===== src/rtl/fruit_game_pkg.sv =====
// ---------------------------------------------------------------------------
// fruit_game_pkg
// Shared definitions for the fruit-catch game-flow controller:
//   - state encoding (3-bit, IDLE..LOSE)
//   - default game constants used as parameter defaults by the RTL
// ---------------------------------------------------------------------------
package fruit_game_pkg;

   localparam int STATE_W = 3;

   // Encodings are visible on the state output, so they are fixed explicitly.
   typedef enum logic [STATE_W-1:0] {
      ST_IDLE  = 3'd0,
      ST_PLAY  = 3'd1,
      ST_PAUSE = 3'd2,
      ST_WIN   = 3'd3,
      ST_LOSE  = 3'd4
   } state_t;

   localparam int DEF_WIN_SCORE = 30;
   localparam int DEF_BUG_PEN   = 5;
   localparam int DEF_LIVES     = 3;
   localparam int DEF_TIME_S    = 60;

endpackage


===== src/rtl/fruit_score_acc.sv =====
// ---------------------------------------------------------------------------
// fruit_score_acc
// Combinational next-score calculation for one PLAY cycle.
//   score     in  SCORE_W  current signed score
//   fruit_hit in  N_FRUIT  per-channel catch pulses, fruit i worth i+1
//   bug_hit   in  1        bug caught, subtracts BUG_PEN
//   nxt       out SCORE_W  score + gain - pen, saturated to the signed range
// ---------------------------------------------------------------------------
module fruit_score_acc
   import fruit_game_pkg::*;
#(
   parameter int N_FRUIT = 3,
   parameter int SCORE_W = 8,
   parameter int BUG_PEN = DEF_BUG_PEN
) (
   input  logic [SCORE_W-1:0] score,
   input  logic [N_FRUIT-1:0] fruit_hit,
   input  logic               bug_hit,
   output logic [SCORE_W-1:0] nxt
);

   // Two guard bits keep the raw sum from wrapping before it is clamped.
   localparam int SUM_W = SCORE_W + 2;
   localparam logic signed [SUM_W-1:0] MAX_V = SUM_W'((2 ** (SCORE_W - 1)) - 1);
   localparam logic signed [SUM_W-1:0] MIN_V = ~MAX_V;

   logic signed [SUM_W-1:0] sum;

   // NOTE: combinational logic uses blocking assignments, and every path
   // assigns every output so no latch is inferred.
   always_comb begin
      sum = {{2{score[SCORE_W-1]}}, score};
      for (int i = 0; i < N_FRUIT; i++) begin
         if (fruit_hit[i]) sum = sum + SUM_W'(i + 1);
      end
      if (bug_hit) sum = sum - SUM_W'(BUG_PEN);

      if (sum > MAX_V)      nxt = MAX_V[SCORE_W-1:0];
      else if (sum < MIN_V) nxt = MIN_V[SCORE_W-1:0];
      else                  nxt = sum[SCORE_W-1:0];
   end

endmodule


===== src/rtl/fruit_game_ctrl.sv =====
// ---------------------------------------------------------------------------
// fruit_game_ctrl
// Game-flow FSM for the fruit-catch VGA game: score, lives, countdown, pause.
//   clk        in  1        system clock
//   rst        in  1        synchronous, active-low reset
//   start_p    in  1        start / abort pulse
//   pause_p    in  1        pause toggle pulse
//   sec_tick   in  1        one pulse per second
//   fruit_hit  in  N_FRUIT  per-channel catch pulses
//   bug_hit    in  1        bug caught pulse
//   fruit_miss in  1        fruit hit the floor
//   state      out 3        IDLE=0 PLAY=1 PAUSE=2 WIN=3 LOSE=4
//   score      out SCORE_W  signed two's-complement score
//   lives      out LIVES_W  remaining lives
//   time_left  out TIME_W   seconds remaining
//   win        out 1        high while in WIN
//   over_p     out 1        one-cycle pulse on entry to WIN or LOSE
// All outputs are registered.
// ---------------------------------------------------------------------------
module fruit_game_ctrl
   import fruit_game_pkg::*;
#(
   parameter int N_FRUIT   = 3,
   parameter int SCORE_W   = 8,
   parameter int WIN_SCORE = DEF_WIN_SCORE,
   parameter int BUG_PEN   = DEF_BUG_PEN,
   parameter int LIVES     = DEF_LIVES,
   parameter int LIVES_W   = 2,
   parameter int TIME_S    = DEF_TIME_S,
   parameter int TIME_W    = 7
) (
   input  logic               clk,
   input  logic               rst,
   input  logic               start_p,
   input  logic               pause_p,
   input  logic               sec_tick,
   input  logic [N_FRUIT-1:0] fruit_hit,
   input  logic               bug_hit,
   input  logic               fruit_miss,
   output logic [STATE_W-1:0] state,
   output logic [SCORE_W-1:0] score,
   output logic [LIVES_W-1:0] lives,
   output logic [TIME_W-1:0]  time_left,
   output logic               win,
   output logic               over_p
);

   localparam logic [LIVES_W-1:0] LIVES_INIT = LIVES_W'(LIVES);
   localparam logic [TIME_W-1:0]  TIME_INIT  = TIME_W'(TIME_S);

   state_t             st;
   logic [SCORE_W-1:0] nxt_score;
   logic [LIVES_W-1:0] lives_n;
   logic [TIME_W-1:0]  time_n;
   logic               win_c;
   logic               lose_c;

   fruit_score_acc #(
      .N_FRUIT (N_FRUIT),
      .SCORE_W (SCORE_W),
      .BUG_PEN (BUG_PEN)
   ) u_score_acc (
      .score     (score),
      .fruit_hit (fruit_hit),
      .bug_hit   (bug_hit),
      .nxt       (nxt_score)
   );

   // Candidate PLAY updates; counters stop at zero instead of wrapping.
   always_comb begin
      lives_n = (fruit_miss && lives != '0) ? lives - LIVES_W'(1) : lives;
      time_n  = (sec_tick && time_left != '0) ? time_left - TIME_W'(1) : time_left;
      win_c   = int'($signed(nxt_score)) >= WIN_SCORE;
      lose_c  = nxt_score[SCORE_W-1] || (lives_n == '0) || (time_n == '0);
   end

   assign state = st;

   // NOTE: state registers use non-blocking assignments so every register
   // samples the pre-edge values, independent of statement order.
   always_ff @(posedge clk) begin
      if (!rst) begin
         st        <= ST_IDLE;
         score     <= '0;
         lives     <= LIVES_INIT;
         time_left <= TIME_INIT;
         win       <= 1'b0;
         over_p    <= 1'b0;
      end else begin
         over_p <= 1'b0;
         case (st)
            ST_IDLE: begin
               if (start_p) begin
                  st        <= ST_PLAY;
                  score     <= '0;
                  lives     <= LIVES_INIT;
                  time_left <= TIME_INIT;
               end
            end
            ST_PLAY: begin
               if (start_p) begin
                  // Abort: this cycle's updates are dropped.
                  st <= ST_IDLE;
               end else begin
                  score     <= nxt_score;
                  lives     <= lives_n;
                  time_left <= time_n;
                  // Win is checked first so a simultaneous win/lose is a win.
                  if (win_c) begin
                     st     <= ST_WIN;
                     win    <= 1'b1;
                     over_p <= 1'b1;
                  end else if (lose_c) begin
                     st     <= ST_LOSE;
                     over_p <= 1'b1;
                  end else if (pause_p) begin
                     st <= ST_PAUSE;
                  end
               end
            end
            ST_PAUSE: begin
               if (start_p)      st <= ST_IDLE;
               else if (pause_p) st <= ST_PLAY;
            end
            ST_WIN, ST_LOSE: begin
               if (start_p) begin
                  st        <= ST_IDLE;
                  score     <= '0;
                  lives     <= LIVES_INIT;
                  time_left <= TIME_INIT;
                  win       <= 1'b0;
               end
            end
            default: begin
               st  <= ST_IDLE;
               win <= 1'b0;
            end
         endcase
      end
   end

endmodule


===== config.mk =====
export PLATFORM = sky130hd
export DESIGN_NAME = fruit_game_ctrl
export DESIGN_NICKNAME = d
export VERILOG_FILES = /design/src/rtl/fruit_game_pkg.sv /design/src/rtl/fruit_score_acc.sv /design/src/rtl/fruit_game_ctrl.sv
export SDC_FILE = /design/constraint.sdc
export NUM_CORES = 1
export LEC_CHECK = 0
export CAP_MARGIN = 25
export CORE_AREA = 8 8 87 89
export DETAILED_ROUTE_END_ITERATION = 10
export DIE_AREA = 0 0 95 97
export GPL_TIMING_DRIVEN = 0
export SLEW_MARGIN = 20
export SYNTH_ARGS = -nofsm -noshare
export SYNTH_HDL_FRONTEND = slang
export SYNTH_SLANG_ARGS = --single-unit

===== constraint.sdc =====
create_clock -name clk -period 7.3 [get_ports clk]
set_clock_uncertainty 0.15 [all_clocks]
set_input_delay 0.73 -clock clk [delete_from_list [all_inputs] [get_ports clk]]
set_output_delay 0.73 -clock clk [all_outputs]
set_load 0.03 [all_outputs]

==> summary.txt <==
Layout
  – Inserted Diodes: 0
  – Final-stage net count: between 300 and 400
  – Layout cells sized above 1: 0.0901
  – Fillcell total: ~640
  – Layout area overhead: 17.1%

Worst setup path
  – Endpoint type of the worst setup path: register
  – Critical path type: input pin to register
  – Crit path max fanout: 10
  – Critical path arrival: between 5 and 6 ns
  – Cells along the critical path: clkdlybuf4s50_1 > buf_6 > mux2_2 > xnor2_1 > ha_1 > nor2b_1 > nand3b_1 > a221oi_2 > mux2i_1 > nor3_1 > or4b_1 > o21ai_1 > a211o_1 > a21oi_1 > nor2_1 > a221o_1
  – Peak per-stage delay on the critical path: ~0.59 ns
  – Worst EP required: ~7.4 ns
  – Nature of the critical path startpoint: input pin
  – Critical-path top delay cell: clkdlybuf4s50_1

Floorplanning
  – Initial core utilization: 0.384
  – Core area: 6200 µm²
  – Die Y-Extent: 97 µm
  – FP Rows: 29
  – DIE AREA: around 9200 µm²
  – IO Pins: 32
  – Die X: 95 µm

Pwr
  – Pint: 0.000341 W
  – Seq pwr share: 0.247
  – Sw Ratio: 0.457
  – Psw: roughly 0.00029 W
  – Comb pwr share: 0.631
  – Clk pwr share: 0.123
  – PwrDens: between 200 and 250 nW/µm²
  – Max VDD drop: around 0.00013 V
  – Lkg Pwr: around 1.1 nW

Synth
  – Syn nets: 331
  – Synthesis Warnings: 0
  – FFs w/ async S/R, synth: 0
  – Yosys cell types: 71
  – Sequential area share after synthesis: 0.185
  – Syn Inst Count: around 310
  – Netlist Area Pre-Place: around 2400 µm²
  – Most used DFF post-synth: dfxtp_1
  – EDFF count, synth: 0
  – Synthesized area per cell: roughly 7.6 µm²
  – FF+latch count, synth: 22

CTS
  – Clock sink total: 22
  – Clock slew at reported path FFs: around 0.080 ns
  – Root Buffer: clkbuf_8
  – CTS tree: done
  – Postcts setup bufs: 0
  – H-tree depth: 1
  – Cts bufs inserted: 3
  – Hold-fix buffer count after cts: 0
  – CTS Buffer Depth: 2
  – Clk_lat worst skew: approximately 0.27 ns
  – CTS resizes: 0

Timing
  – Tcrit/Tclk final: 0.714
  – Final slew viol count: 0
  – Final worst path period need: 5.21 ns
  – Final Hold Fails: 0
  – Worst slew pin tran: between 0.6 and 0.7 ns
  – Final setup fails: 0
  – Fin Setup TNS: 0 ns
  – WHS: 0.362 ns
  – RSZ-0062 raised after global routing: no
  – Max Clk Rate: 0.192 GHz
  – Min setup slack post-route: about 2.1 ns
  – Slew HR: 0.583

Place
  – IO Port Bufs: 27
  – GPL Wtd Cong: around 0.84
  – Dpl hpwl: about 4700 µm
  – Place WS: between 1.5 and 2 ns

Worst hold path
  – Worst min-delay path category: register to register

Global routing
  – Initial antenna violation count: 0
  – First-pass GRT wire length: between 10000 and 15000 µm
  – GRT Overall Usage: 0.136
  – GRT overflow: 0
  – Largest net degree at the start of global routing: 12
  – Vias in the first global route: approximately 2200

Outcome
  – Status: finished clean

Run
  – Total of max-cap violations: 0

Routing
  – Detailed Routing Iterations Pass 1: 4
  – DR vias/cell: around 5.6
  – Antenna Nets Post-Route: 0
  – Vias: ~2400
  – Final wirelength: 5990 µm
  – Residual DRC: 0
  – First DRT Iteration DRCs: 109
  – Wirelength per Cell: 14.2 µm
[power groups by stage]
stage,combinational (W),sequential [W],clock [W]
finish,0.000396,0.000155,0.0000771
detailed placement,0.000397,0.000158,0
global route,0.000442,0.000158,0.0000847
CTS,0.000399,0.000155,0.0000812
global placement,0.000392,0.000158,0
floorplan,0.000276,0.000182,0
[registers in the layout, indices dropped and copies added, names as in the netlist]
register / flops
lives: 2
state: 3
time_left: 7
win: 1
score: 8
over_p: 1
[per-stage QoR]
step,utilization,power (W),cells,cell area (µm²)
2_1_floorplan,-,0.000459,314,2380
3_3_place_gp,0.443,0.000549,418,2750
3_5_place_dp,0.443,0.000554,418,2750
4_1_cts,0.450,0.000635,421,2790
5_1_grt,0.450,0.000684,421,2790
6_report,0.450,0.000628,421,2790
[cells in the final DEF, fill, tap and decap left out, types with 5 or more instances in the layout]
cell type / Yosys / layout
nor2_1: 30 / 30
nand2_1: 28 / 28
clkdlybuf4s50_1: 0 / 27
dfxtp_1: 22 / 22
o21ai_0: 18 / 18
a21oi_1: 17 / 17
xnor2_1: 15 / 15
inv_1: 14 / 14
clkbuf_1: 12 / 12
xor2_1: 8 / 8
nand3_1: 8 / 8
nand2b_1: 8 / 8
a31oi_1: 7 / 7
and2_1: 7 / 7
a221o_1: 7 / 7
ha_1: 7 / 7
nor3_1: 6 / 6
nand4b_1: 5 / 5
nand4_1: 5 / 5
nor4_1: 5 / 5
[final timing paths]
kind	end	start	cells after the start	slack, ns
setup reg to reg	score[5]	score[1]	15	2.50
hold reg to reg	time_left[5]	time_left[5]	1	0.36
setup / recovery	score[5]	fruit_hit[0]	16	2.09
hold / removal	time_left[5]	time_left[5]	1	0.36
[logic make-up after synthesis]
| logic type | share of synthesized area |
|---|---|
| multiplexers | 0.0262 |
| flip-flops | 0.185 |
| XOR/XNOR | 0.128 |
| AND/OR/NAND/NOR | 0.309 |
| buffers and inverters | 0.0582 |
| AO/OA/AOI/OAI | 0.258 |
| adder cells (fa/ha/maj) | 0.0367 |
[layer usage]
| layer | GRT usage | routed length, µm | share of wire | vias up |
|---|---|---|---|---|
| li1 | - | - | - | 1217 |
| met1 | 0.173 | 2860 | 0.48 | 1104 |
| met2 | 0.229 | 2850 | 0.48 | 28 |
| met3 | 0.0240 | 224 | 0.037 | 5 |
| met4 | 0.0325 | 59 | 0.0099 | 0 |
| met5 | 0 | 0 | 0 | - |
[cells in the mapped netlist (3+ instances only)]
| library cell | n | area [µm²] |
|---|---|---|
| inv_1 | 14 | 52.6 |
| a21oi_1 | 17 | 85.1 |
| a221o_1 | 7 | 70.1 |
| o21ai_0 | 18 | 90.1 |
| nor2b_1 | 4 | 25.0 |
| nand2b_1 | 8 | 50.1 |
| nand4_1 | 5 | 31.3 |
| mux2i_1 | 4 | 40.0 |
| a31oi_1 | 7 | 43.8 |
| clkbuf_1 | 12 | 45.0 |
| dfxtp_1 | 22 | 440 |
| nor3_1 | 6 | 30.0 |
| xnor2_1 | 15 | 131 |
| nand4b_1 | 5 | 43.8 |
| nor4_1 | 5 | 31.3 |
| o22ai_1 | 3 | 18.8 |
| xor2_1 | 8 | 70.1 |
| nor2_1 | 30 | 113 |
| nand3b_1 | 4 | 30.0 |
| a211o_1 | 3 | 26.3 |
| and2_1 | 7 | 43.8 |
| and3_1 | 3 | 18.8 |
| xnor2_2 | 4 | 65.1 |
| ha_1 | 7 | 87.6 |
| nand3_1 | 8 | 40.0 |
| nand2_1 | 28 | 105 |
[area by class of cell]
class	instances	area [µm²]	area share
Buffer	18	86.3	0.0309
Tap cell	77	96.3	0.0345
Clock buffer	3	41.3	0.0148
Multi-Input combinational cell	260	1810	0.647
Timing Repair Buffer	27	270	0.0968
Sequential cell	22	440	0.158
Inverter	14	52.6	0.0188
[worst max-delay path, delay by kind of cell]
| kind | cells | cell delay, ns |
|---|---|---|
| buf+inv | 2 | 0.77 |
| mux | 2 | 0.59 |
| simple gates | 5 | 1.82 |
| compound gates | 5 | 0.98 |
| xor+xnor | 1 | 0.16 |
| fa+ha+maj | 1 | 0.24 |
No activity file was read; power rests on OpenSTA's default activity.
